==> config.mk <==
export PLATFORM = sky130hd
export DESIGN_NAME = bitrev_stream_flat
export DESIGN_NICKNAME = d
export VERILOG_FILES = /design/src/rtl/bitrev_pkg.sv /design/src/rtl/bitrev_stream_if.sv /design/src/rtl/bitrev_group_rev.sv /design/src/rtl/bitrev_stream.sv /design/src/flat_wrapper.sv
export SDC_FILE = /design/constraint.sdc
export NUM_CORES = 1
export LEC_CHECK = 0
export BUFFER_PORTS_ARGS = -buffer_cell sky130_fd_sc_hd__buf_4
export CORE_MARGIN = 10
export CORE_UTILIZATION = 30
export DETAILED_ROUTE_END_ITERATION = 6
export SKIP_CTS_REPAIR_TIMING = 1
export SLEW_MARGIN = 20
export SYNTH_ARGS = -nofsm -noshare
export SYNTH_HDL_FRONTEND = slang
export SYNTH_HIERARCHICAL = 1
export SYNTH_SLANG_ARGS = --single-unit
==> constraint.sdc <==
create_clock -name clk -period 2.5 [get_ports clk]
set_clock_uncertainty 0.2 [all_clocks]
set_input_delay 0.5 -clock clk [delete_from_list [all_inputs] [get_ports clk]]
set_output_delay 0.5 -clock clk [all_outputs]
set_load 0.05 [all_outputs]
==> src/rtl/bitrev_pkg.sv <==
// bitrev_pkg: shared FSM state type, pal_cnt width and mode encodings for bitrev_stream
package bitrev_pkg;
  typedef enum logic [1:0] {IDLE, SHIFT, DONE} state_t;
  localparam int PAL_CNT_W = 16;
  localparam logic MODE_PAR = 1'b0;
  localparam logic MODE_SER = 1'b1;
endpackage

==> src/rtl/bitrev_stream_if.sv <==
// bitrev_stream_if: input/output handshake bundle for bitrev_stream
interface bitrev_stream_if #(parameter int W = 8) ();
  import bitrev_pkg::*;
  logic mode;
  logic in_valid;
  logic in_ready;
  logic [W-1:0] in_data;
  logic out_valid;
  logic out_ready;
  logic [W-1:0] rev;
  logic palind;
  logic [PAL_CNT_W-1:0] pal_cnt;
  modport master (output mode, in_valid, in_data, out_ready, input in_ready, out_valid, rev, palind, pal_cnt);
  modport slave (input mode, in_valid, in_data, out_ready, output in_ready, out_valid, rev, palind, pal_cnt);
endinterface

==> src/rtl/bitrev_group_rev.sv <==
// bitrev_group_rev: combinational reversal of the W/G groups of G bits, group-internal order kept
module bitrev_group_rev #(parameter int W = 8, parameter int G = 1) (
  input  logic [W-1:0] d_i,
  output logic [W-1:0] q_o
);
  for (genvar g = 0; g < W / G; g++) begin : g_grp
    assign q_o[(W/G-1-g)*G +: G] = d_i[g*G +: G];
  end
endmodule

==> src/rtl/bitrev_stream.sv <==
// bitrev_stream: handshaked group reversal, parallel (1 cycle) or serial (one group per cycle); BITREV_PALCNT_EN adds a saturating palindrome counter
module bitrev_stream import bitrev_pkg::*; #(
  parameter int W = 8,
  parameter int G = 1
) (
  input logic clk,
  input logic rst,
  bitrev_stream_if.slave bus
);
  localparam int NG = W / G;
  localparam int CW = NG > 1 ? $clog2(NG) : 1;
  if (W < 2 || W % G != 0) begin : g_bad_cfg
    $error("bitrev_stream: W must be >= 2 and a multiple of G");
  end
  state_t state_q;
  logic [CW-1:0] grp_q;
  logic [W-1:0] rev_q;
  logic [W-1:0] word_q;
  logic [W-1:0] par_rev;
  logic [W-1:0] word_rev;
  logic in_acc;
  logic out_acc;
  bitrev_group_rev #(.W(W), .G(G)) u_par (.d_i(bus.in_data), .q_o(par_rev));
  bitrev_group_rev #(.W(W), .G(G)) u_pal (.d_i(word_q), .q_o(word_rev));
  assign bus.in_ready = (state_q == IDLE) || (state_q == DONE && bus.out_ready);
  assign bus.out_valid = state_q == DONE;
  assign bus.rev = rev_q;
  assign bus.palind = (state_q == DONE) && (word_rev == word_q);
  assign in_acc = bus.in_valid && bus.in_ready;
  assign out_acc = bus.out_valid && bus.out_ready;
  // FSM: accept a word, reverse it in one step or group by group, hold it until consumed
  always_ff @(posedge clk or posedge rst) begin
    if (rst) begin
      state_q <= IDLE;
      grp_q <= '0;
      rev_q <= '0;
      word_q <= '0;
    end else if (in_acc) begin
      word_q <= bus.in_data;
      grp_q <= '0;
      if (bus.mode == MODE_SER) begin
        state_q <= SHIFT;
      end else begin
        rev_q <= par_rev;
        state_q <= DONE;
      end
    end else if (state_q == SHIFT) begin
      rev_q[(NG-1-int'(grp_q))*G +: G] <= word_q[int'(grp_q)*G +: G];
      grp_q <= grp_q + 1'b1;
      if (grp_q == CW'(NG - 1)) state_q <= DONE;
    end else if (out_acc) begin
      state_q <= IDLE;
    end
  end
`ifdef BITREV_PALCNT_EN
  logic [PAL_CNT_W-1:0] pal_q;
  // count delivered palindromes, sticking at all-ones
  always_ff @(posedge clk or posedge rst) begin
    if (rst) pal_q <= '0;
    else if (out_acc && bus.palind && pal_q != '1) pal_q <= pal_q + 1'b1;
  end
  assign bus.pal_cnt = pal_q;
`else
  assign bus.pal_cnt = '0;
`endif
endmodule

==> src/flat_wrapper.sv <==
// flat-port wrapper written by rule: the top's interface ports become plain ports
module bitrev_stream_flat import bitrev_pkg::*;
#(
  parameter int W = 8,
  parameter int G = 1
)
  (clk, rst, bus_mode, bus_in_valid, bus_in_data, bus_out_ready, bus_in_ready, bus_out_valid, bus_rev, bus_palind, bus_pal_cnt);
  bitrev_stream_if #(.W(W)) bus_i ();
  input logic clk;
  input logic rst;
  input wire logic [$bits(bus_i.mode)-1:0] bus_mode;
  input wire logic [$bits(bus_i.in_valid)-1:0] bus_in_valid;
  input wire logic [$bits(bus_i.in_data)-1:0] bus_in_data;
  input wire logic [$bits(bus_i.out_ready)-1:0] bus_out_ready;
  output wire logic [$bits(bus_i.in_ready)-1:0] bus_in_ready;
  output wire logic [$bits(bus_i.out_valid)-1:0] bus_out_valid;
  output wire logic [$bits(bus_i.rev)-1:0] bus_rev;
  output wire logic [$bits(bus_i.palind)-1:0] bus_palind;
  output wire logic [$bits(bus_i.pal_cnt)-1:0] bus_pal_cnt;
  assign bus_i.mode = bus_mode;
  assign bus_i.in_valid = bus_in_valid;
  assign bus_i.in_data = bus_in_data;
  assign bus_i.out_ready = bus_out_ready;
  assign bus_in_ready = bus_i.in_ready;
  assign bus_out_valid = bus_i.out_valid;
  assign bus_rev = bus_i.rev;
  assign bus_palind = bus_i.palind;
  assign bus_pal_cnt = bus_i.pal_cnt;
  bitrev_stream #(.W(W), .G(G)) u_core (.clk(clk), .rst(rst), .bus(bus_i));
endmodule
==> results of run 1 <==
[worst max-delay path, delay by kind of cell, from the launching register on]
family	cells	cell delay [ns]
buffers and inverters	1	0.23
AND/OR/NAND/NOR	1	0.25
flip-flops	1	0.45
AO/OA/AOI/OAI	1	0.30
XOR/XNOR	1	0.17
[worst min path at each step]
stage / endpoint / cells after the start
finish: u_core/word_q[0] / 3
global route: u_core/word_q[0] / 3
CTS: u_core/word_q[0] / 3
detailed placement: u_core/bus.rev[4] / 1
floorplan: u_core/bus.rev[0] / 1
global placement: u_core/bus.rev[4] / 1
[area by class of cell]
cell class,instances,area share (%)
well taps,70,5.12
clock buffers,3,2.41
clock inverters,1,0.292
multi-input cells,130,47.9
flip-flops and latches,21,30.7
inverters,6,1.32
repair buffers,28,12.3
[flip-flops by register name, summed over array words and instances, names as in the netlist]
| name | flops |
|---|---|
| u_core/bus.rev | 8 |
| u_core/grp_q | 3 |
| u_core/state_q | 2 |
| u_core/word_q | 8 |
[layer usage]
metal | track usage [%] | vias up | part of all wire [%]
met4 | 3.08 | 0 | 1.1
li1 | - | 598 | -
met5 | 0 | - | 0
met1 | 11.1 | 589 | 47
met3 | 2.85 | 4 | 5.8
met2 | 14.6 | 31 | 46
[cell families (layout without fill, tap and decap cells)]
| logic type | count (synthesis) | count (layout) | share of synthesized area, % |
|---|---|---|---|
| AOI/OAI and AO/OA | 29 | 29 | 14.5 |
| xor gates and xnor gates | 7 | 7 | 3.94 |
| adders and majority gates | 3 | 3 | 2.41 |
| buffers and inverters | 43 | 38 | 18.7 |
| DFF | 21 | 21 | 33.7 |
| muxes | 5 | 5 | 4.02 |
| other | 1 | 16 | 0.241 |
| and+or+nand+nor | 70 | 70 | 22.4 |
[metrics by stage]
step	hold WS (ns)	setup slack, ns	instance area, sq um
global placement	0.309	0.400	1670
floorplan	0.277	0.0921	1640
global route	0.0994	0.0362	1710
detailed placement	0.311	0.366	1670
CTS	0.0737	0.122	1710
finish	0.0698	0.132	1710
[power groups by stage]
stage               clock [uW]  sequential, uW  combinational [uW]
floorplan                    0             806                1030
global placement             0             682                1370
detailed placement           0             684                1380
CTS                        238             678                1390
global route               252             716                1530
finish                     226             677                1390
[cell usage in the layout, fill, tap and decap left out, types with 4 or more instances in the layout]
cell       n
buf_4     28
conb_1    16
dfrtp_1   21
inv_1      6
mux2i_1    4
nand2_1   32
nand2b_1   5
nand3_1    4
nor2_1     6
nor2b_1    6
o21ai_0    5
xnor2_1    5
==> metrics.yaml, run 1 <==
logic_synthesis:
  synth_cell_types: 43
  syn_inst: 179
  ys_warn_count: 6
  yosys.area.top_type: "dfrtp_1"
  ys_seq_area_share_pct: 33.7
  syn_area_per_cell_sq_um: 8.70
  ys.flop_type: "dfrtp_1"
  netlist_area_sq_mm: 0.00156
  synth_top_cell_area_share_pct: 33.7
  async_flop_share_pct: 100
  synth_edf_count: 0
  synth_common_cells: "buf_4 (32), nand2_1 (32), dfrtp_1 (21)"
  ys_ff_latch: 21
  synth.area.top_cells: "dfrtp_1 (34%), buf_4 (15%), nand2_1 (7.7%)"
global_route:
  antenna_found_initial: 0
  track_usage_pct: 9.05
  grt_max_degree: 22
  grt_pass1_vias: 1310
  grt_pass1_wl_um: 6450
  overflow: 0
power:
  switchingPower_uw: 1150
  power_leakage_uw: 0.000778
  vdd_drop_max_mv: 0.471
  cellPowerDensity_mw_per_mm2: 1340
  p_total_uw: 2290
  power_frac_seq_pct: 29.5
  combPwrFrac_pct: 60.6
  pwr-share-clk_pct: 9.9
  switching_share_pct: 50.3
  internal_power_uw: 1140
finish:
  final_layout_size_suffix_gt1_share_pct: 19.0
  fillers: 556
  instances_no_fill: 259
  final_util_pct: 33.7
  final_nets: 206
  multi_input_area_sq_um: 820
  area.sequential_sq_um: 526
  area_delta_synth_final_pct: 9.88
  num_antenna_cells: 0
die:
  fp.dieH_um: 92.1
  io_pins: 40
  core_area_sq_mm: 0.00507
  die_area_sq_mm: 0.00848
  die_w_um: 92.1
  start_util_pct: 30.7
  row_count: 26
min_path:
  hp-class: "primary input to asynchronous set/reset pin"
setup_path:
  required_ns: 1.80
  cpPeakStageDelay_ns: 0.45
  critPathKind: "flop to output port"
  worstPathArrival_ns: 1.67
  crit_path_start: "u_core/word_q[1]"
  cp_slowest_cell: "dfrtp_1"
  r2r_start: "u_core/grp_q[1]"
  cp-end-kind: "output port"
  cp-start-kind: "flop"
  endpoint: "bus_palind"
  ff2ff_setup_slack_ns: 0.33
  r2r_cells: 6
  path_max_fanout: 5
  crit_chain: "xor2_1 > a221o_1 > nor4_4 > buf_4"
  rr_endpoint: "u_core/bus.rev[2]"
route:
  dr_total_vias: 1222
  drt_iter0_markers: 55
  antenna_left: 0
  drc_errors: 0
  wire_per_inst_um: 14.4
  drtPass1Iterations: 4
  routed_via_density: 4.72
  drt-total-wl_um: 3720
place:
  gp_congestion: 0.801
  port-buffer-count: 23
  dpl.hpwl_um: 2930
  dp_cells: 255
cts:
  cts-root-buf: "clkbuf_8"
  clockBufferDepth: 2
  clkTransAtPathRegs_ns: 0.08
  cts_buffers: 3
  cts_tree: "built"
  cts_sinks: 21
  cts.htree.levels: 1
  clock_latency_ns: 0.26
timing:
  rsz0062_at_grt: "false"
  timing_hold_violations_final: 0
  worstMarginPinSlew_ns: 0.528
  final_max_slew_viol_count: 0
  totalNegativeSetupSlack_ns: 0
  slew_headroom_pct: 64.8
  post-route-period-util_pct: 94.7
  period_needed_ns: 2.37
  setup_violations: 0
  max_freq_mhz: 422
outcome:
  status: "finished clean"
run:
  drv_cap: 0
(Power assumes the default switching activity.)
==> run 2: changes to the inputs <==
MAX_ROUTING_LAYER = met4   (was not set)
==> run 2 against run 1 <==
Compared with the run above:
- core utilization stayed put
- sequential power hardly changed
- final cell count unchanged
- clock power about the same
==> metrics.yaml, run 2 (synthesis gave the netlist of run 1 again) <==
outcome:
  status: "finished clean"  # unchanged
die:
  die_area_sq_mm: 0.00848  # unchanged
  io_pins: 40  # unchanged
  die_w_um: 92.1  # unchanged
  core_area_sq_mm: 0.00507  # unchanged
  start_util_pct: 30.7  # unchanged
  row_count: 26  # unchanged
  fp.dieH_um: 92.1  # unchanged
route:
  drt-total-wl_um: 3720  # about the same
  antenna_left: 0  # unchanged
  routed_via_density: 4.64  # was 4.72
  wire_per_inst_um: 14.4  # about the same
  drt_iter0_markers: 83  # was 55
  dr_total_vias: 1201  # was 1222
  drc_errors: 0  # unchanged
  drtPass1Iterations: 5  # was 4
cts:
  cts-root-buf: "clkbuf_8"  # unchanged
  clkTransAtPathRegs_ns: 0.08  # about the same
  cts_buffers: 3  # unchanged
  cts_sinks: 21  # unchanged
  clockBufferDepth: 2  # unchanged
  clock_latency_ns: 0.26  # about the same
  cts.htree.levels: 1  # unchanged
  cts_tree: "built"  # unchanged
setup_path:
  crit_chain: "xor2_1 > a221o_1 > nor4_4 > buf_4"  # unchanged
  required_ns: 1.80  # about the same
  cp_slowest_cell: "dfrtp_1"  # unchanged
  cp-end-kind: "output port"  # unchanged
  cp-start-kind: "flop"  # unchanged
  cpPeakStageDelay_ns: 0.45  # about the same
  path_max_fanout: 5  # unchanged
  worst-path-buf-inv: 1  # unchanged
  critPathKind: "flop to output port"  # unchanged
  worstPathArrival_ns: 1.68  # was 1.67 ns
  cp_top_family: "flip-flops"  # unchanged
place:
  gp_congestion: 0.813  # was 0.801
  port-buffer-count: 23  # unchanged
  dpl.hpwl_um: 2930  # unchanged
  dp_cells: 255  # unchanged
run:
  drv_cap: 0  # unchanged
timing:
  max_freq_mhz: 421  # was 422 MHz
  final_max_slew_viol_count: 0  # unchanged
  timing_hold_violations_final: 0  # unchanged
  slew_headroom_pct: 64.2  # was 64.8%
  post-route-period-util_pct: 95.1  # was 94.7%
  totalNegativeSetupSlack_ns: 0  # unchanged
  worstMarginPinSlew_ns: 0.537  # was 0.528 ns
  setup_violations: 0  # unchanged
  rsz0062_at_grt: "false"  # unchanged
  period_needed_ns: 2.38  # was 2.37 ns
power:
  combPwrFrac_pct: 60.6  # about the same
  power_leakage_uw: 0.000778  # unchanged
  switching_share_pct: 50.3  # about the same
  cellPowerDensity_mw_per_mm2: 1340  # about the same
  power_frac_seq_pct: 29.6  # was 29.5%
  pwr-share-clk_pct: 9.8  # was 9.9%
  switchingPower_uw: 1150  # about the same
  p_total_uw: 2290  # about the same
  internal_power_uw: 1140  # about the same
  vdd_drop_max_mv: 0.471  # about the same
finish:
  final_nets: 206  # unchanged
  final_common_cell: "nand2_1"  # unchanged
  final_layout_size_suffix_gt1_share_pct: 19.0  # unchanged
  area_delta_synth_final_pct: 9.88  # unchanged
  final_cell_mix: "nand2_1 (32), buf_4 (28), dfrtp_1 (21)"  # unchanged
  final_util_pct: 33.7  # unchanged
  instances_no_fill: 259  # unchanged
  num_antenna_cells: 0  # unchanged
global_route:
  grt_pass1_vias: 1312  # was 1310
  track_usage_pct: 9.31  # was 9.05%
  overflow: 0  # unchanged
  grt_pass1_wl_um: 6440  # was 6450 um
  grt_max_degree: 22  # unchanged
  antenna_found_initial: 0  # unchanged
min_path:
  hp-class: "primary input to asynchronous set/reset pin"  # unchanged
==> run 2: cell counts in the layout (fill, tap and decap cells not counted) <==
Identical to the previous run, type by type.
==> run 2: cell type report <==
type	instances	area [sq um]
Clock inverter	1	5.00
Timing Repair Buffer	28	210
Tap cell	70	87.6
Sequential cell	21	526
Clock buffer	3	41.3
Inverter	6	22.5
Fill cell	556	3360
Multi-Input combinational cell	130	820
==> run 2: worst min-delay path, cell delays in order <==
cell and delay [ns]:
buf_4 0.11, inv_1 0.04, buf_4 0.28
==> run 2: metrics by stage <==
step | hold WS [ns] | instance area, sq um | worst slack (ns)
global route | 0.0984 | 1710 | 0.0363
finish | 0.0724 | 1710 | 0.123
CTS | 0.0737 | 1710 | 0.122
global placement | 0.309 | 1670 | 0.400
detailed placement | 0.311 | 1670 | 0.366
floorplan | 0.277 | 1640 | 0.0921
==> run 2: per-layer routing <==
metal  global-route usage (%)  part of all wire (%)
met4                     3.08                  0.43
met5                        -                     0
met1                     11.1                    48
met2                     14.6                    46
met3                     2.77                   5.2
==> run 2: power groups by stage <==
stage | Sequential [uW] | Clock (uW) | Combinational (uW)
3_3_place_gp | 682 | 0 | 1370
3_5_place_dp | 684 | 0 | 1380
2_1_floorplan | 806 | 0 | 1030
6_report | 677 | 225 | 1390
5_1_grt | 716 | 252 | 1530
4_1_cts | 678 | 238 | 1390
==> run 2: worst paths after layout <==
kind / startpoint / end / slack [ns] / depth (start not counted)
hold / removal: rst / u_core/word_q[0] / 0.07 / 3
hold reg to reg: u_core/bus.rev[4] / u_core/bus.rev[4] / 0.34 / 1
setup reg to reg: u_core/grp_q[1] / u_core/bus.rev[2] / 0.32 / 6
setup / recovery: u_core/word_q[1] / bus_palind / 0.12 / 4
min in group clk: bus_in_data[0] / u_core/word_q[0] / 0.23 / 3
max in group asynchronous: rst / u_core/grp_q[0] / 1.80 / 3
